[src/rtl/clink_pkg.sv]
`default_nettype none
// ============================================================================
// Module      : clink_pkg
// Description : Shared types, constants and the 7-bit rotate helper for the
//               Camera Link word aligner.
// Revision    : 1.0 - initial release
// ============================================================================
package clink_pkg;

    localparam int CLINK_WORD_W = 7;

    // Control-bit positions inside the aligned word of the control lane
    localparam int LVAL_BIT  = 3;
    localparam int FVAL_BIT  = 4;
    localparam int DVAL_BIT  = 5;
    localparam int CTRL_LANE = 3;

    typedef enum logic [1:0] {
        IDLE   = 2'd0,
        SEARCH = 2'd1,
        LOCKED = 2'd2
    } clink_state_t;

    // Rotate a 7-bit word left by r (0..6). The upper half of the doubled
    // word after shifting is exactly the rotated value.
    function automatic logic [CLINK_WORD_W-1:0] rotl7(
        input logic [CLINK_WORD_W-1:0] w,
        input logic [2:0]              r
    );
        logic [2*CLINK_WORD_W-1:0] w_dbl;
        w_dbl = {w, w} << r;
        return w_dbl[2*CLINK_WORD_W-1:CLINK_WORD_W];
    endfunction

endpackage
`default_nettype wire

[src/rtl/clink_lane_rotator.sv]
`default_nettype none
// ============================================================================
// Module      : clink_lane_rotator
// Description : Registered 7-bit rotation of one deserialized data lane.
//               Output holds its value when i_en is low.
// Revision    : 1.0 - initial release
// ============================================================================
module clink_lane_rotator
    import clink_pkg::*;
(
    input  logic                    clk,
    input  logic                    rst,
    input  logic                    i_en,
    input  logic [2:0]              i_rot,
    input  logic [CLINK_WORD_W-1:0] i_word,
    output logic [CLINK_WORD_W-1:0] o_word
);

    logic [CLINK_WORD_W-1:0] r_word;

    // Capture the rotated lane word on qualified cycles only
    always_ff @(posedge clk or posedge rst) begin
        if (rst) begin
            r_word <= '0;
        end else if (i_en) begin
            r_word <= rotl7(i_word, i_rot);
        end
    end

    assign o_word = r_word;

endmodule
`default_nettype wire

[src/rtl/clink_word_aligner.sv]
`default_nettype none
// ============================================================================
// Module      : clink_word_aligner
// Description : Camera Link 7:1 word aligner and lock detector. Searches the
//               clock-lane rotation, tracks lock, realigns all data lanes and
//               extracts LVAL/FVAL/DVAL with frame/line start strobes.
// Revision    : 1.0 - initial release
// ============================================================================
module clink_word_aligner
    import clink_pkg::*;
#(
    parameter int         NUM_LANES     = 4,
    parameter logic [6:0] CLK_PATTERN   = 7'b1100011,
    parameter int         LOCK_COUNT    = 64,
    parameter int         UNLOCK_ERRORS = 4
) (
    input  logic                              s_axi_aclk,
    input  logic                              s_axi_areset,
    input  logic                              enable,
    input  logic                              word_valid,
    input  logic [CLINK_WORD_W-1:0]           clk_word,
    input  logic [NUM_LANES*CLINK_WORD_W-1:0] data_words,
    output logic                              locked,
    output logic [2:0]                        rotation,
    output logic                              lock_lost,
    output logic [15:0]                       err_count,
    output logic                              pix_valid,
    output logic [NUM_LANES*CLINK_WORD_W-1:0] pix_data,
    output logic                              lval,
    output logic                              fval,
    output logic                              dval,
    output logic                              frame_start,
    output logic                              line_start
);

    clink_state_t r_state, w_state_nxt;
    logic [2:0]   r_rot, w_rot_nxt;
    logic [15:0]  r_match_cnt, w_match_nxt;
    logic [7:0]   r_err_run, w_err_run_nxt;
    logic [15:0]  r_err_count, w_err_count_nxt;
    logic         r_lock_lost, w_lock_lost_nxt;
    logic         r_pix_valid;
    logic         r_lval, r_fval, r_dval;
    logic         r_frame_start, r_line_start;

    logic                    w_match;
    logic                    w_pix_load;
    logic [CLINK_WORD_W-1:0] w_ctrl_word;

    assign w_match     = (rotl7(clk_word, r_rot) == CLK_PATTERN);
    assign w_pix_load  = word_valid && (r_state == LOCKED);
    assign w_ctrl_word = rotl7(data_words[CTRL_LANE*CLINK_WORD_W +: CLINK_WORD_W], r_rot);

    // State, rotation and counter registers
    always_ff @(posedge s_axi_aclk or posedge s_axi_areset) begin
        if (s_axi_areset) begin
            r_state     <= IDLE;
            r_rot       <= '0;
            r_match_cnt <= '0;
            r_err_run   <= '0;
            r_err_count <= '0;
            r_lock_lost <= 1'b0;
        end else begin
            r_state     <= w_state_nxt;
            r_rot       <= w_rot_nxt;
            r_match_cnt <= w_match_nxt;
            r_err_run   <= w_err_run_nxt;
            r_err_count <= w_err_count_nxt;
            r_lock_lost <= w_lock_lost_nxt;
        end
    end

    // Next-state logic; enable low overrides any same-cycle event
    always_comb begin
        w_state_nxt     = r_state;
        w_rot_nxt       = r_rot;
        w_match_nxt     = r_match_cnt;
        w_err_run_nxt   = r_err_run;
        w_err_count_nxt = r_err_count;
        w_lock_lost_nxt = 1'b0;
        if (!enable) begin
            w_state_nxt   = IDLE;
            w_match_nxt   = '0;
            w_err_run_nxt = '0;
        end else begin
            case (r_state)
                IDLE: begin
                    w_state_nxt   = SEARCH;
                    w_match_nxt   = '0;
                    w_err_run_nxt = '0;
                end
                SEARCH: begin
                    if (word_valid) begin
                        if (w_match) begin
                            if (r_match_cnt == 16'(LOCK_COUNT - 1)) begin
                                w_state_nxt   = LOCKED;
                                w_match_nxt   = '0;
                                w_err_run_nxt = '0;
                            end else begin
                                w_match_nxt = r_match_cnt + 16'd1;
                            end
                        end else begin
                            w_match_nxt = '0;
                            w_rot_nxt   = (r_rot == 3'd6) ? 3'd0 : r_rot + 3'd1;
                        end
                    end
                end
                LOCKED: begin
                    if (word_valid) begin
                        if (w_match) begin
                            w_err_run_nxt = '0;
                        end else begin
                            if (r_err_count != 16'hFFFF) begin
                                w_err_count_nxt = r_err_count + 16'd1;
                            end
                            if (r_err_run == 8'(UNLOCK_ERRORS - 1)) begin
                                w_state_nxt     = SEARCH;
                                w_lock_lost_nxt = 1'b1;
                                w_err_run_nxt   = '0;
                                w_match_nxt     = '0;
                            end else begin
                                w_err_run_nxt = r_err_run + 8'd1;
                            end
                        end
                    end
                end
                default: w_state_nxt = IDLE;
            endcase
        end
    end

    // Control bits follow aligned lane data while locked; strobes mark rising edges
    always_ff @(posedge s_axi_aclk or posedge s_axi_areset) begin
        if (s_axi_areset) begin
            r_pix_valid   <= 1'b0;
            r_lval        <= 1'b0;
            r_fval        <= 1'b0;
            r_dval        <= 1'b0;
            r_frame_start <= 1'b0;
            r_line_start  <= 1'b0;
        end else begin
            r_pix_valid   <= w_pix_load;
            r_frame_start <= 1'b0;
            r_line_start  <= 1'b0;
            if (w_state_nxt != LOCKED) begin
                r_lval <= 1'b0;
                r_fval <= 1'b0;
                r_dval <= 1'b0;
            end else if (w_pix_load) begin
                r_lval        <= w_ctrl_word[LVAL_BIT];
                r_fval        <= w_ctrl_word[FVAL_BIT];
                r_dval        <= w_ctrl_word[DVAL_BIT];
                r_frame_start <= w_ctrl_word[FVAL_BIT] & ~r_fval;
                r_line_start  <= w_ctrl_word[LVAL_BIT] & ~r_lval;
            end
        end
    end

    for (genvar n = 0; n < NUM_LANES; n++) begin : g_lane
        clink_lane_rotator u_rot (
            .clk    (s_axi_aclk),
            .rst    (s_axi_areset),
            .i_en   (w_pix_load),
            .i_rot  (r_rot),
            .i_word (data_words[n*CLINK_WORD_W +: CLINK_WORD_W]),
            .o_word (pix_data[n*CLINK_WORD_W +: CLINK_WORD_W])
        );
    end

    assign locked      = (r_state == LOCKED);
    assign rotation    = r_rot;
    assign lock_lost   = r_lock_lost;
    assign err_count   = r_err_count;
    assign pix_valid   = r_pix_valid;
    assign lval        = r_lval;
    assign fval        = r_fval;
    assign dval        = r_dval;
    assign frame_start = r_frame_start;
    assign line_start  = r_line_start;

endmodule
`default_nettype wire

[config.mk]
export PLATFORM = sky130hd
export DESIGN_NAME = clink_word_aligner
export DESIGN_NICKNAME = d
export VERILOG_FILES = /design/src/rtl/clink_pkg.sv /design/src/rtl/clink_lane_rotator.sv /design/src/rtl/clink_word_aligner.sv
export SDC_FILE = /design/constraint.sdc
export NUM_CORES = 1
export LEC_CHECK = 0
export ABC_CLOCK_PERIOD_IN_PS = 3350
export CAP_MARGIN = 20
export CORE_ASPECT_RATIO = 0.7
export CORE_MARGIN = 3
export CORE_UTILIZATION = 45
export CTS_BUF_LIST = sky130_fd_sc_hd__clkbuf_4
export CTS_CLUSTER_DIAMETER = 100
export CTS_CLUSTER_SIZE = 10
export DETAILED_ROUTE_END_ITERATION = 6
export GPL_TIMING_DRIVEN = 1
export PLACE_DENSITY = 0.69
export SYNTH_ARGS = -nofsm -noshare
export SYNTH_HDL_FRONTEND = slang
export SYNTH_SLANG_ARGS = --single-unit
[constraint.sdc]
create_clock -name s_axi_aclk -period 3.35 [get_ports s_axi_aclk]
set_input_delay 0.335 -clock s_axi_aclk [delete_from_list [all_inputs] [get_ports s_axi_aclk]]
set_output_delay 0.335 -clock s_axi_aclk [all_outputs]
set_load 0.01 [all_outputs]
# Yosys cells after proc, flatten, opt, wreduce, memory -nomap -nowiden
# Index checks and enable logic that the tools add are counted.
[op_classes]
add_sub_neg = 4
mul = 0
div = 0
order_cmp = 0
n_eq_ne = 15
shift = 5
mux = 40
n_bitwise = 5
n_reduce_logical = 7
[ops]
columns = ["operator", "n"]
rows = [
  ["16-bit 2-to-1 mux", 7],
  ["14-bit by 3-bit left shift with 14-bit output", 5],
  ["8-bit 2-to-1 mux", 7],
  ["16-bit case mux with 3 select lines", 1],
  ["16-bit by 1-bit adder with 16-bit output, second input constant", 2],
  ["8-bit case mux with 3 select lines", 1],
  ["16-bit by 6-bit == test with 1-bit output, second input constant", 1],
  ["16-bit inequality test, second input constant", 1],
  ["1-bit 2-to-1 mux", 15],
  ["3-bit inequality test, second input constant", 5],
  ["5-bit AND reduction", 3],
  ["2-bit 2-to-1 mux", 7],
  ["8-bit by 1-bit adder with 8-bit output, second input constant", 1],
  ["8-bit by 2-bit == test with 1-bit output, second input constant", 1],
  ["7-bit == test, second input constant", 1],
  ["2-bit case mux with 3 select lines", 1],
  ["4-bit by 1-bit inequality test with 1-bit output, second input constant", 1],
  ["4-bit AND reduction", 1],
  ["3-bit by 1-bit adder with 3-bit output, second input constant", 1],
  ["3-bit == test, second input constant", 1],
  ["3-bit 2-to-1 mux", 1],
  ["3-bit by 2-bit inequality test with 1-bit output, second input constant", 1],
  ["1-bit NOT", 3],
  ["1-bit AND", 2],
  ["other kinds (6)", 6],
]
[totals]
regBits = 80
latch_bits = 0
ramBits = 0
rom_bits = 0
inputBits = 39
out_inout_bits = 55
elab_cells = 92
memories = 0

# Longest topological paths before layout
[depth]
depth_word = 8
depth_mapped = 11
ltp_nobuf = 7

# By module
# A second synthesis with hierarchy kept.
[unflattened]
cells_unflattened = 548
hier_area_um2 = 5210.0
[by_module_without_submodules]
columns = ["mod", "n_inst", "cells_each", "area_each_um2"]
rows = [
  ["clink_word_aligner", 1, 340, 3178.0],
  ["clink_lane_rotator", 4, 52, 508.0],
]

# Worst setup path after synthesis
# No wires, ideal clock.
[synth_path]
path_type = "register to register"
from = "register r_rot[0] (netlist: rotation[0])"
to = "register r_err_run[1]"
setup_ps = 125
t_arrival_ps = 2333
slack_ps = 892
stages_incl_launch_ff = 10
synth_period_minus_slack_ps = 2458
cell_sequence = "dfrtp_1 > buf_6 > buf_6 > mux2i_1 > a22oi_1 > a2bb2o_4 > or3_1 > buf_6 > o31ai_4 > mux2_4"
[synth_between]
elab_chain_cells = 6
elab_cells_between_ends = 8
[synth_lines]
columns = ["element", "line", "rtl"]
rows = [
  ["from (decl)", "clink_word_aligner.sv:37", "logic [2:0] r_rot, w_rot_nxt;"],
  ["from (signal assigned)", "clink_word_aligner.sv:65", "r_rot <= w_rot_nxt;"],
  ["14-bit by 3-bit left shift with 14-bit output *", "clink_pkg.sv:31", "w_dbl = {w, w} << r;"],
  ["7-bit == test *", "clink_word_aligner.sv:50", "assign w_match = (rotl7(clk_word, r_rot) == CLK_PATTERN);"],
  ["8-bit 2-to-1 mux", "clink_word_aligner.sv:110", "if (w_match) begin"],
  ["8-bit 2-to-1 mux", "clink_word_aligner.sv:109", "if (word_valid) begin"],
  ["8-bit case mux with 3 select lines", "clink_word_aligner.sv:86", "case (r_state)"],
  ["8-bit 2-to-1 mux", "clink_word_aligner.sv:81", "if (!enable) begin"],
  ["to (signal assigned)", "clink_word_aligner.sv:67", "r_err_run <= w_err_run_nxt;"],
  ["to (decl)", "clink_word_aligner.sv:39", "logic [7:0] r_err_run, w_err_run_nxt;"],
]
# Every way passes the cells marked *; elsewhere a longest branch is shown, timed or not. The select of a mux whose other input is x is not followed.
# A chain may end at the register's enable or synchronous reset.

# Worst setup path after layout
[layout_path]
from = "register r_rot[0] (netlist: rotation[0])"
to = "register r_match_cnt[1]"
[layout_between]
elab_chain_cells = 6
elab_cells_between_ends = 8
[layout_lines]
columns = ["element", "line", "rtl"]
rows = [
  ["14-bit by 3-bit left shift with 14-bit output *", "clink_pkg.sv:31", ""],
  ["7-bit == test *", "clink_word_aligner.sv:50", ""],
  ["16-bit 2-to-1 mux", "clink_word_aligner.sv:94", "if (w_match) begin"],
  ["16-bit 2-to-1 mux", "clink_word_aligner.sv:93", "if (word_valid) begin"],
  ["16-bit case mux with 3 select lines", "clink_word_aligner.sv:86", ""],
  ["16-bit 2-to-1 mux", "clink_word_aligner.sv:81", ""],
  ["to (signal assigned)", "clink_word_aligner.sv:66", "r_match_cnt <= w_match_nxt;"],
  ["to (decl)", "clink_word_aligner.sv:38", "logic [15:0] r_match_cnt, w_match_nxt;"],
]
# Marks and branches as above.

==> flow_summary.ini <==
[power_and_ir_drop]
total_power_mw = 2.817
power_density_nw_per_um2 = 443.4
leakage_nw = 2.595
ir_worst_vdd_mv = 0.3417

[setup_path]
cpMostUsedCell = mux2i_1
critPathRequiredTime_ns = 3.68
crit_type = register to register
r2r_start = rotation[0]
slowest_stage = a21o_1
start_kind = register
slowest_delay_ns = 0.79
path_cells = mux2i_1 > nor4b_2 > nor3_1 > or3_1 > a21o_1 > mux2i_1
crit_fanout = 20
r2r_cells = 6
critPathArrivalTime_ns = 3.22
endpoint = r_match_cnt[1]
crit_path_end_kind = register
r2r_setup_slack_ns = 0.46
timing.rr.end = r_match_cnt[1]
startpoint = rotation[0]

[clocking]
cts.repair.resized = 0
clock-root-buffer = clkbuf_4
path_clk_slew_ns = 0.14
cts_tree = done
cts_setup_buffers = 0
cts_hold_buf = 0
numCtsBuffers = 9
htree_levels = 3
clk_latency_ns = 0.42
clk_path_buf_depth = 2
cts_sinks = 80

[placement]
port_buffers = 93
finalWeightedCongestion = 0.8616
place_ws_ns = 0.2621
dp_hpwl_um = 9256
dp.cells = 751

[grt]
track_usage_pct = 20.19
grt_pass1_vias = 4234
grt_max_degree = 46
grt_pass1_wl_um = 20890
antenna_found_initial = 0
grt.overflow.total = 0

[synthesis]
syn_nets = 570
synth_edf_count = 0
synth_flop_cell = dfrtp_1
async_flop_share_pct = 100.0
synthCells = 528
synth_seq_cells = 80
synth_area_um2 = 5129
ys_types = 61
synth-seq-area-share_pct = 39.03
avgSynthCellArea_um2 = 9.713
yosys_warnings = 0

[worst_hold_path]
min_path_type = primary input to async pin

[routing]
postRouteAntennaNets = 0
firstDrtPassIters = 5
drc_errors = 0
wl_per_cell_um = 16.02
wl_um = 12290
dr_total_vias = 4520
drt-initial-drc-count = 328
avgViaCountPerCell = 5.893

[floorplan]
initial_core_util_pct = 47.91
die_h_um = 95.32
die_area_um2 = 12730
io_pins = 94
core_area_um2 = 10710
rows = 31
die_width_um = 133.6

[job]
cap_viol_max_count = 0

[timing]
skew_ns = 0.01646
slew_violations = 0
finalSetupViolCount = 0
finalHoldViolations = 0
post-route-period-util_pct = 86.22
clock.fmax_mhz = 346.2
rsz0062_at_grt = false
fin_ws_ns = 0.4615
relSlewSlack_pct = 28.52
worst_pin_slew_ns = 1.061
finalCriticalPeriod_ns = 2.889
tns_ns = 0

[layout]
n_antenna_cell = 0
area_growth_pct = 23.86
final_cells = 767
drive_gt1_share_pct = 12.76
nNetsFinal = 656
fin_util_pct = 59.34

[status]
status = completed
-- how the worst min path moves through the flow --
stage                  from            end  slack [ns]
6_report       s_axi_areset  err_count[14]        0.30
3_3_place_gp           fval    frame_start        0.47
5_1_grt        s_axi_areset  err_count[14]        0.33
4_1_cts        s_axi_areset  err_count[14]        0.31
3_5_place_dp           fval    frame_start        0.47
2_1_floorplan        enable     r_state[0]        0.47
-- cells in the final DEF, fill, tap and decap left out, types with 4 or more instances in the layout --
master and n:
dfrtp_1 79, nand2b_1 8, xor2_1 13, inv_1 18, and3_1 9, nor3b_1 4, o21ai_0 8, inv_6 4
buf_4 13, a31oi_1 41, nand4_1 17, nor2b_1 5, clkbuf_4 9, nor2_1 46, nand3_1 21, nor4_1 9
nor3_1 15, nand2_1 88, clkdlybuf4s50_1 93, mux2i_1 9, a21oi_1 5, a31oi_4 7, o211ai_1 4, mux4_2 28
-- cells by family after synthesis --
logic type               synth area share [%]
AND/OR/NAND/NOR                         22.98
AO/OA/AOI/OAI                           14.83
flip-flops                              39.03
buffers and inverters                   4.855
multiplexers                            15.00
XOR/XNOR                                2.562
adder cells (fa/ha/maj)                0.7320
-- cell usage after synthesis, types with 2 or more instances --
master | instances | area [um^2]
nand2_1 | 88 | 330.3
dfrtp_1 | 80 | 2002
nor2_1 | 46 | 172.7
a31oi_1 | 41 | 256.5
mux4_2 | 28 | 630.6
nand3_1 | 21 | 105.1
inv_1 | 19 | 71.32
clkbuf_1 | 17 | 63.81
nand4_1 | 17 | 106.4
nor3_1 | 15 | 75.07
xor2_1 | 13 | 113.9
and3_1 | 9 | 56.30
mux2i_1 | 9 | 90.09
nor4_1 | 9 | 56.30
nand2b_1 | 8 | 50.05
o21ai_0 | 8 | 40.04
a31oi_4 | 7 | 148.9
buf_2 | 7 | 35.03
a21oi_1 | 5 | 25.02
buf_6 | 5 | 56.30
nor2b_1 | 5 | 31.28
nor3b_1 | 4 | 30.03
o211ai_1 | 4 | 30.03
a21o_1 | 3 | 22.52
and2_1 | 3 | 18.77
and3b_1 | 3 | 26.28
buf_1 | 3 | 11.26
ha_1 | 3 | 37.54
nand3b_1 | 3 | 22.52
o21ai_1 | 3 | 15.01
o221ai_1 | 3 | 26.28
a22oi_1 | 2 | 15.01
and4_1 | 2 | 17.52
mux2_2 | 2 | 22.52
o21a_1 | 2 | 15.01
o22ai_1 | 2 | 12.51
o311ai_0 | 2 | 17.52
or3_1 | 2 | 12.51
or3b_1 | 2 | 17.52
xnor2_1 | 2 | 17.52
-- registers in the layout, indices dropped and copies added (netlist names) --
name / flops
g_lane.u_rot.o_word: 28
err_count: 16
r_match_cnt: 16
r_err_run: 8
rotation: 3
r_state: 2
dval: 1
frame_start: 1
fval: 1
line_start: 1
lock_lost: 1
lval: 1
pix_valid: 1
-- final cells by class --
class	instances	area, um^2
Clock inverter	7	73.82
Timing Repair Buffer	108	1069
Inverter	20	76.32
Tap cell	148	185.2
Clock buffer	9	67.56
Sequential cell	80	2003
Multi-Input combinational cell	395	2878
Fill cell	941	4353
-- per-layer routing --
| metal | global-route usage, % | part of all wire [%] | up-vias |
|---|---|---|---|
| met4 | 4.366 | 0.66 | 0 |
| met2 | 31.42 | 46 | 142 |
| met5 | 0 | 0 | - |
| met3 | 4.167 | 5.1 | 7 |
| met1 | 29.50 | 48 | 2235 |
| li1 | - | - | 2136 |
-- worst max-delay path: cells and delay by family, from the launching register on --
kind            cells  cell delay, ns
compound gates      1            0.79
simple gates        3            0.70
flops               1            0.69
mux                 2            0.61
-- where the power goes --
group	internal (mW)	switching (mW)	total, mW
Clock	0.235	0.352	0.587
Sequential	0.984	0.0865	1.07
Combinational	0.572	0.588	1.16
-- metrics by stage --
step,area (um^2),hold slack [ns]
3_3_place_gp,6211,0.4708
3_5_place_dp,6211,0.4735
2_1_floorplan,5129,0.4652
5_1_grt,6352,0.3254
4_1_cts,6352,0.3062
6_report,6352,0.3046
Note: power is estimated with default switching activity, not from simulation.
